### src/rtl/wb_regfile_pkg.sv
// Shared types and constants for the write-back stage register file.
package wb_regfile_pkg;

    localparam int DATA_W    = 32;
    localparam int REG_COUNT = 32;
    localparam int ADDR_W    = $clog2(REG_COUNT);

    typedef logic [DATA_W-1:0] word_t;
    typedef logic [ADDR_W-1:0] regAddr_t;

    // 2'b11 is reserved and resolves to the ALU result.
    typedef enum logic [1:0] {
        MTR_ALU  = 2'b00,
        MTR_MEM  = 2'b01,
        MTR_PC   = 2'b10,
        MTR_RSVD = 2'b11
    } memtoReg_e;

    localparam regAddr_t REG_ZERO = '0;

endpackage

### src/rtl/wb_regfile_if.sv
// Write-back / decode bus of the register file, plus a counter preload test hook.
interface wb_regfile_if;
    import wb_regfile_pkg::*;

    logic       WB_RegWr;
    logic [1:0] WB_MemtoReg;
    regAddr_t   WB_WriteAddr;
    word_t      WB_ReadData;
    word_t      WB_ALU_result;
    word_t      WB_PC_next;
    regAddr_t   ID_ReadAddr1;
    regAddr_t   ID_ReadAddr2;
    word_t      ID_ReadData1;
    word_t      ID_ReadData2;
    word_t      WB_WriteData;
    logic       WB_WriteEn;
    word_t      WB_Count;
    // Test hook: loads WB_Count with cntLoadValue on an edge without reset.
    logic       cntLoad;
    word_t      cntLoadValue;

    modport master (
        output WB_RegWr, WB_MemtoReg, WB_WriteAddr, WB_ReadData, WB_ALU_result,
               WB_PC_next, ID_ReadAddr1, ID_ReadAddr2, cntLoad, cntLoadValue,
        input  ID_ReadData1, ID_ReadData2, WB_WriteData, WB_WriteEn, WB_Count
    );

    modport slave (
        input  WB_RegWr, WB_MemtoReg, WB_WriteAddr, WB_ReadData, WB_ALU_result,
               WB_PC_next, ID_ReadAddr1, ID_ReadAddr2, cntLoad, cntLoadValue,
        output ID_ReadData1, ID_ReadData2, WB_WriteData, WB_WriteEn, WB_Count
    );

endinterface

### src/rtl/wb_data_mux.sv
// Write-back data select: picks ALU result, load data or link address.
module wb_data_mux
    import wb_regfile_pkg::*;
(
    input  logic [1:0] memtoReg,
    input  word_t      aluResult,
    input  word_t      readData,
    input  word_t      pcNext,
    output word_t      writeData
);

    always_comb begin
        writeData = aluResult;
        case (memtoReg)
            MTR_MEM: writeData = readData;
            MTR_PC:  writeData = pcNext;
            default: writeData = aluResult;
        endcase
    end

endmodule

### src/rtl/wb_regfile.sv
// 32x32 register file with write-through bypass and a committed-write counter.
module wb_regfile
    import wb_regfile_pkg::*;
(
    input  logic        clk,
    input  logic        reset,
    wb_regfile_if.slave bus
);

    word_t regs [REG_COUNT];
    word_t count;
    word_t writeData;
    logic  writeEn;
    word_t rd1;
    word_t rd2;

    wb_data_mux uDataMux (
        .memtoReg  (bus.WB_MemtoReg),
        .aluResult (bus.WB_ALU_result),
        .readData  (bus.WB_ReadData),
        .pcNext    (bus.WB_PC_next),
        .writeData (writeData)
    );

    assign writeEn = bus.WB_RegWr && (bus.WB_WriteAddr != REG_ZERO);

    // Reset wins over a same-edge commit; register 0 is never written.
    always_ff @(posedge clk) begin
        if (reset) begin
            for (int i = 0; i < REG_COUNT; i++) begin
                regs[i] <= '0;
            end
            count <= '0;
        end else begin
            if (writeEn) begin
                regs[bus.WB_WriteAddr] <= writeData;
                count                  <= count + word_t'(1);
            end
            if (bus.cntLoad) begin
                count <= bus.cntLoadValue;
            end
        end
    end

    // Bypass stays live during reset; writeEn already excludes register 0.
    always_comb begin
        rd1 = (bus.ID_ReadAddr1 == REG_ZERO) ? '0 : regs[bus.ID_ReadAddr1];
        if (writeEn && (bus.ID_ReadAddr1 == bus.WB_WriteAddr)) begin
            rd1 = writeData;
        end
        rd2 = (bus.ID_ReadAddr2 == REG_ZERO) ? '0 : regs[bus.ID_ReadAddr2];
        if (writeEn && (bus.ID_ReadAddr2 == bus.WB_WriteAddr)) begin
            rd2 = writeData;
        end
    end

    assign bus.ID_ReadData1 = rd1;
    assign bus.ID_ReadData2 = rd2;
    assign bus.WB_WriteData = writeData;
    assign bus.WB_WriteEn   = writeEn;
    assign bus.WB_Count     = count;

endmodule

### src/flat_wrapper.sv
// flat-port wrapper written by rule: the top's interface ports become plain ports
module wb_regfile_flat import wb_regfile_pkg::*;
  (clk, reset, bus_WB_RegWr, bus_WB_MemtoReg, bus_WB_WriteAddr, bus_WB_ReadData, bus_WB_ALU_result, bus_WB_PC_next, bus_ID_ReadAddr1, bus_ID_ReadAddr2, bus_cntLoad, bus_cntLoadValue, bus_ID_ReadData1, bus_ID_ReadData2, bus_WB_WriteData, bus_WB_WriteEn, bus_WB_Count);
  wb_regfile_if bus_i ();
  input  logic clk;
  input  logic reset;
  input wire logic [$bits(bus_i.WB_RegWr)-1:0] bus_WB_RegWr;
  input wire logic [$bits(bus_i.WB_MemtoReg)-1:0] bus_WB_MemtoReg;
  input wire logic [$bits(bus_i.WB_WriteAddr)-1:0] bus_WB_WriteAddr;
  input wire logic [$bits(bus_i.WB_ReadData)-1:0] bus_WB_ReadData;
  input wire logic [$bits(bus_i.WB_ALU_result)-1:0] bus_WB_ALU_result;
  input wire logic [$bits(bus_i.WB_PC_next)-1:0] bus_WB_PC_next;
  input wire logic [$bits(bus_i.ID_ReadAddr1)-1:0] bus_ID_ReadAddr1;
  input wire logic [$bits(bus_i.ID_ReadAddr2)-1:0] bus_ID_ReadAddr2;
  input wire logic [$bits(bus_i.cntLoad)-1:0] bus_cntLoad;
  input wire logic [$bits(bus_i.cntLoadValue)-1:0] bus_cntLoadValue;
  output wire logic [$bits(bus_i.ID_ReadData1)-1:0] bus_ID_ReadData1;
  output wire logic [$bits(bus_i.ID_ReadData2)-1:0] bus_ID_ReadData2;
  output wire logic [$bits(bus_i.WB_WriteData)-1:0] bus_WB_WriteData;
  output wire logic [$bits(bus_i.WB_WriteEn)-1:0] bus_WB_WriteEn;
  output wire logic [$bits(bus_i.WB_Count)-1:0] bus_WB_Count;
  assign bus_i.WB_RegWr = bus_WB_RegWr;
  assign bus_i.WB_MemtoReg = bus_WB_MemtoReg;
  assign bus_i.WB_WriteAddr = bus_WB_WriteAddr;
  assign bus_i.WB_ReadData = bus_WB_ReadData;
  assign bus_i.WB_ALU_result = bus_WB_ALU_result;
  assign bus_i.WB_PC_next = bus_WB_PC_next;
  assign bus_i.ID_ReadAddr1 = bus_ID_ReadAddr1;
  assign bus_i.ID_ReadAddr2 = bus_ID_ReadAddr2;
  assign bus_i.cntLoad = bus_cntLoad;
  assign bus_i.cntLoadValue = bus_cntLoadValue;
  assign bus_ID_ReadData1 = bus_i.ID_ReadData1;
  assign bus_ID_ReadData2 = bus_i.ID_ReadData2;
  assign bus_WB_WriteData = bus_i.WB_WriteData;
  assign bus_WB_WriteEn = bus_i.WB_WriteEn;
  assign bus_WB_Count = bus_i.WB_Count;
  wb_regfile u_core (.clk(clk), .reset(reset), .bus(bus_i));
endmodule
### config.mk
export PLATFORM = sky130hd
export DESIGN_NAME = wb_regfile_flat
export DESIGN_NICKNAME = d
export VERILOG_FILES = /design/src/rtl/wb_regfile_pkg.sv /design/src/rtl/wb_regfile_if.sv /design/src/rtl/wb_data_mux.sv /design/src/rtl/wb_regfile.sv /design/src/flat_wrapper.sv
export SDC_FILE = /design/constraint.sdc
export NUM_CORES = 2
export LEC_CHECK = 0
export BUFFER_PORTS_ARGS = -buffer_cell sky130_fd_sc_hd__buf_2
export CORE_ASPECT_RATIO = 1.1
export CORE_MARGIN = 2
export CORE_UTILIZATION = 62
export DETAILED_ROUTE_END_ITERATION = 7
export HOLD_SLACK_MARGIN = 0.06
export PLACE_DENSITY_LB_ADDON = 0.08
export SYNTH_ARGS = -nofsm -noshare
export SYNTH_HDL_FRONTEND = slang
export SYNTH_HIERARCHICAL = 1
export SYNTH_SLANG_ARGS = --single-unit
### constraint.sdc
create_clock -name clk -period 2.7 [get_ports clk]
set_clock_uncertainty 0.05 [all_clocks]
set_input_delay 0.27 -clock clk [delete_from_list [all_inputs] [get_ports clk]]
set_output_delay 0.27 -clock clk [all_outputs]
set_load 0.1 [all_outputs]
# ---- After elaboration in Yosys (flattened, before gate mapping)
# Memory sizes are Yosys's and may differ from the RTL's.
# Cells that the tools add are included.
dict set report word_totals {
  input_bits 149
  word_cells 30
  ram_bits 1024
  reg_bits 32
  n_memories 1
  out_inout_bits 129
}
dict set report classes {
  n_eq_ne 4
  reduce_logical 8
  mux 15
  addsub 1
}
# memory depth width rd rd_ports_with_merged_regs write_ports line
set mem_list {}
lappend mem_list {u_core.regs 32 32 2 0 32 wb_regfile.sv:10} ;# word_t regs [REG_COUNT];
# operator count
set op_table {}
lappend op_table {{$mux 32} 7}
lappend op_table {{$pmux 32 s2} 1}
lappend op_table {{$add 32x1->32 const B} 1}
lappend op_table {{$reduce_or 32->1} 1}
lappend op_table {{$eq 5x5->1} 2}
lappend op_table {{$logic_not 5->1} 2}
lappend op_table {{$mux 1} 6}
lappend op_table {{$mux 5} 1}
lappend op_table {{$reduce_bool 5->1} 1}
lappend op_table {{$logic_and 1x1->1} 3}
lappend op_table {{$eq 2x1->1 const B} 1}
lappend op_table {{$eq 2x2->1 const B} 1}
lappend op_table {{$reduce_bool 2->1} 1}

# ---- Depth between registers and ports, before layout
dict set report logic_depth {
  ltp_word 7
  mapped_depth 9
  mapped_depth_nobuf 6
}

# ---- Hierarchy
# Netlist, hierarchy kept.
# module cells_each instances area_each_um2 seq_area_each_um2
set modules_own_cells {}
lappend modules_own_cells {wb_regfile 4020 1 57340.0 31390.1}
lappend modules_own_cells {wb_data_mux 113 1 636.9 0.0}

# ---- Worst setup path after synthesis
# No wires, ideal clock.
dict set report synth_timing {
  path_type {input port to output port}
  start {input port bus_WB_MemtoReg[0]}
  end {output port bus_ID_ReadData2[31]}
  arrival_time_ns 4.279
  path_buffers 2
  slack_ns -1.899
  t_required_ns 2.380
  stages 7
  cell_sequence {inv_1 ha_1 buf_2 o21ai_0 clkbuf_1 nand2_1 o211ai_1}
}
dict set report synth_via {
  elab_chain_cells 3
  word_cells_on_any_way 4
  cone_classes {2 x eq/ne; 2 x mux}
}
# item line
set synth_rtl {}
lappend synth_rtl {{from (decl)} flat_wrapper.sv:8} ;# input wire logic [$bits(bus_i.WB_MemtoReg)-1:0] bus_WB_MemtoReg;
lappend synth_rtl {{$eq 2x2->1 / $eq 2x1->1 (equally long branches)} wb_data_mux.sv:14} ;# case (memtoReg)
lappend synth_rtl {{$pmux 32 s2 (*)} wb_data_mux.sv:14}
lappend synth_rtl {{via bus_WB_WriteData[31]} flat_wrapper.sv:19} ;# output wire logic [$bits(bus_i.WB_WriteData)-1:0] bus_WB_WriteData;
lappend synth_rtl {{$mux 32 (*)} wb_regfile.sv:52} ;# if (writeEn && (bus.ID_ReadAddr2 == bus.WB_WriteAddr)) begin
lappend synth_rtl {{to (decl)} flat_wrapper.sv:18} ;# output wire logic [$bits(bus_i.ID_ReadData2)-1:0] bus_ID_ReadData2;
# The timed path passes the listed nets; every way through them passes the cells marked *.

==> results.cfg <==
[finish]
layout.nets = 4781
ff_latch_area_mm2 = 0.0314
drive_above_1_share = 0.360
n_fill_cell = 5410
syn_to_final_growth_pct = 22.9
final_core_util = 0.769
multiInputGateArea_mm2 = 0.0265

[synthesis]
muxShareOfSynthArea = 0.222
synth_cells = 4133
synth-compound-area-share = 0.0525
synth_top_family_by_area = multiplexers
ys.warnings.count = 6
synth_top_area_cell = edfxtp_1
synth_xor_area_frac = 0.00302
syn_area_mm2 = 0.0580
async_flop_share = 0
ys_seq_elements = 1056
synth.top_cell.area_share = 0.530
ys_top_cells_by_area = edfxtp_1, mux4_2, and2_1, mux2i_1, clkbuf_1
synth-main-ff-cell = edfxtp_1
synthSimpleGateAreaFrac = 0.146
synthAdderAreaFrac = 0.000647
synth.distinct_cells = 51
synth-edff-count = 1024
syn_area_per_cell_um2 = 14.0
seq_area_frac_synth = 0.541

[worst_setup_path]
setup.worst_path.start_class = flip-flop
crit_path_top_delay_cell = mux4_2
crit_family = multiplexers
cp-end-kind = output pin
critPathKind = flip-flop to output pin
arrival_ns = 2.86
required_ns = 2.38
cp_num_buf_inv = 2
crit_fanout = 2
crit_chain = mux4_2 -> mux4_2 -> nand2_2 -> buf_12 -> o211ai_1 -> buf_12
cpPeakStageDelay_ns = 0.51

[pwr]
ir_worst_vdd_uv = 494
p_leak_uw = 0.0258
power_density_mw_per_mm2 = 611
p_total_uw = 43500

[route]
ant_nets = 0
drtIter0Drc = 6364
route.met3.wl_um = 30200
drt-total-wl_um = 198000
drc = 0
firstDrtPassIters = 7
vias = 41700
m1WireLength_um = 65700
avgRoutedWirePerCell_um = 33.2
avgViaCountPerCell = 6.99
top_layer = met5
wl_met2_um = 91200

[die]
die_w_um = 296
ios = 278
dieArea_mm2 = 0.0960
num_rows = 117
die_h_um = 325
core_mm2 = 0.0927
start_util = 0.626

[clocking]
path_clk_slew_ns = 0.06
cts_sinks = 1056
insertion_delay_ns = 0.70
cts_tree = done
h-tree-depth = 3
cts_buffers = 108
cts-root-buf = clkbuf_16
cts_buffer_depth = 3

[sta]
finalHoldViolations = 0
max_freq_mhz = 314
worst_pin_slew_ns = 0.716
slew_headroom = 0.522
slew_viol_final = 0
fin_crit_sh = 1.18
holdWs_ns = 0.0687
setup_viol = 64
setup_ws_ns = -0.484
rsz0062_at_grt = true
min_period_ns = 3.18

[worst_hold_path]
hold_class = input pin to flip-flop

[run_status]
violations = setup timing
status = complete, but fails checks

[place]
buffer_ports.inserted = 277
hpwl_um = 123000
gp_congestion = 0.924

[grt]
overflow = 0
track_usage = 0.415
grt_pass1_vias = 41700
grt_pass1_wl_um = 283000
grt_start_max_net_pins = 49
antenna_found_initial = 3

[run]
cap_violations = 0
## sequential cells by signal, indices dropped and copies added, names as in the netlist
register and count:
u_core/regs 1024, u_core/bus.WB_Count 32
## worst register-to-register path, delay by kind of cell (launching register included)
kind	cells	cell delay, ns
DFF	1	0.50
AOI/OAI and AO/OA	1	0.50
and+or+nand+nor	4	1.06
## metrics by stage
step	TNS (ns)	setup WS [ns]	cell area, um^2	instances
floorplan	-45.48	-0.964	58500	4164
global placement	-13.03	-0.654	65900	5719
detailed placement	-13.49	-0.688	65900	5719
CTS	-11.68	-0.416	70800	5958
global route	-15.23	-0.497	71200	5966
finish	-12.62	-0.484	71200	5968
## worst paths after layout
check	startpoint	end	slack, ns	cells after the start
setup / recovery	u_core/regs[17][8]	bus_ID_ReadData1[8]	-0.48	6
hold / removal	bus_WB_ALU_result[4]	u_core/regs[25][4]	0.07	4
setup reg to reg	u_core/bus.WB_Count[18]	u_core/bus.WB_Count[29]	0.44	5
hold reg to reg	u_core/bus.WB_Count[1]	u_core/bus.WB_Count[1]	0.48	2
## logic make-up (layout without fill, tap and decap cells)
| family | count (synthesis) | after routing |
|---|---|---|
| adder cells (fa/ha/maj) | 3 | 3 |
| buffers and inverters | 480 | 1033 |
| AO/OA/AOI/OAI | 431 | 431 |
| XOR/XNOR | 20 | 20 |
| other | 1 | 34 |
| multiplexers | 672 | 672 |
| flip-flops | 1056 | 1056 |
| AND/OR/NAND/NOR | 1470 | 1470 |
## power breakdown
part / internal (uW) / switching (uW)
Sequential: 18900 / 509
Clock: 8260 / 6420
Combinational: 3670 / 5760
## final cells by class
type	instances	share of cell area
well taps	1249	0.0219
flip-flops and latches	1056	0.441
repair buffers	786	0.115
multi-input cells	2628	0.372
clock inverters	61	0.00727
diodes	2	0.0000703
clock buffers	137	0.0404
inverters	49	0.00269
## metal layers
metal	GRT usage	up-vias
met3	0.131	708
li1	-	16700
met4	0.194	4
met1	0.542	20800
met5	0.0208	-
met2	0.637	3526
## layout by cell type, fill, tap and decap left out, types with 59 or more instances in the layout
cell type and n:
edfxtp_1 1024, buf_4 350, buf_12 175, buf_2 170, and2_1 994, mux2i_1 146
o211ai_1 62, clkbuf_16 122, mux4_2 485, a22oi_1 59, nand2_1 197
## cells in the mapped netlist, types with 30 or more instances
cell      instances
a21oi_1          65
a221oi_1         31
a22oi_1          63
and2_1          994
buf_2            72
clkbuf_1        313
dfxtp_1          32
edfxtp_1       1024
inv_1            47
mux2_2           40
mux2i_1         147
mux4_2          485
nand2_1         209
nand2b_1         57
nand3_1          57
nor2_1           64
o211a_1          31
o211ai_1         62
o21ai_0          70
o21ai_1          30
or2_2            33
## repair_timing
| action | in CTS | in global routing |
|---|---|---|
| buffers inserted | 33 | 14 |
| cloned | 3 | 1 |
| hold buffers | 35 | 0 |
| pin swaps | 141 | 68 |
| hold endpoints to repair | 36 | 0 |
| setup endpoints to repair | 65 | 64 |
| resized for setup | 274 | 73 |
Note: power is estimated with default switching activity, not from simulation.
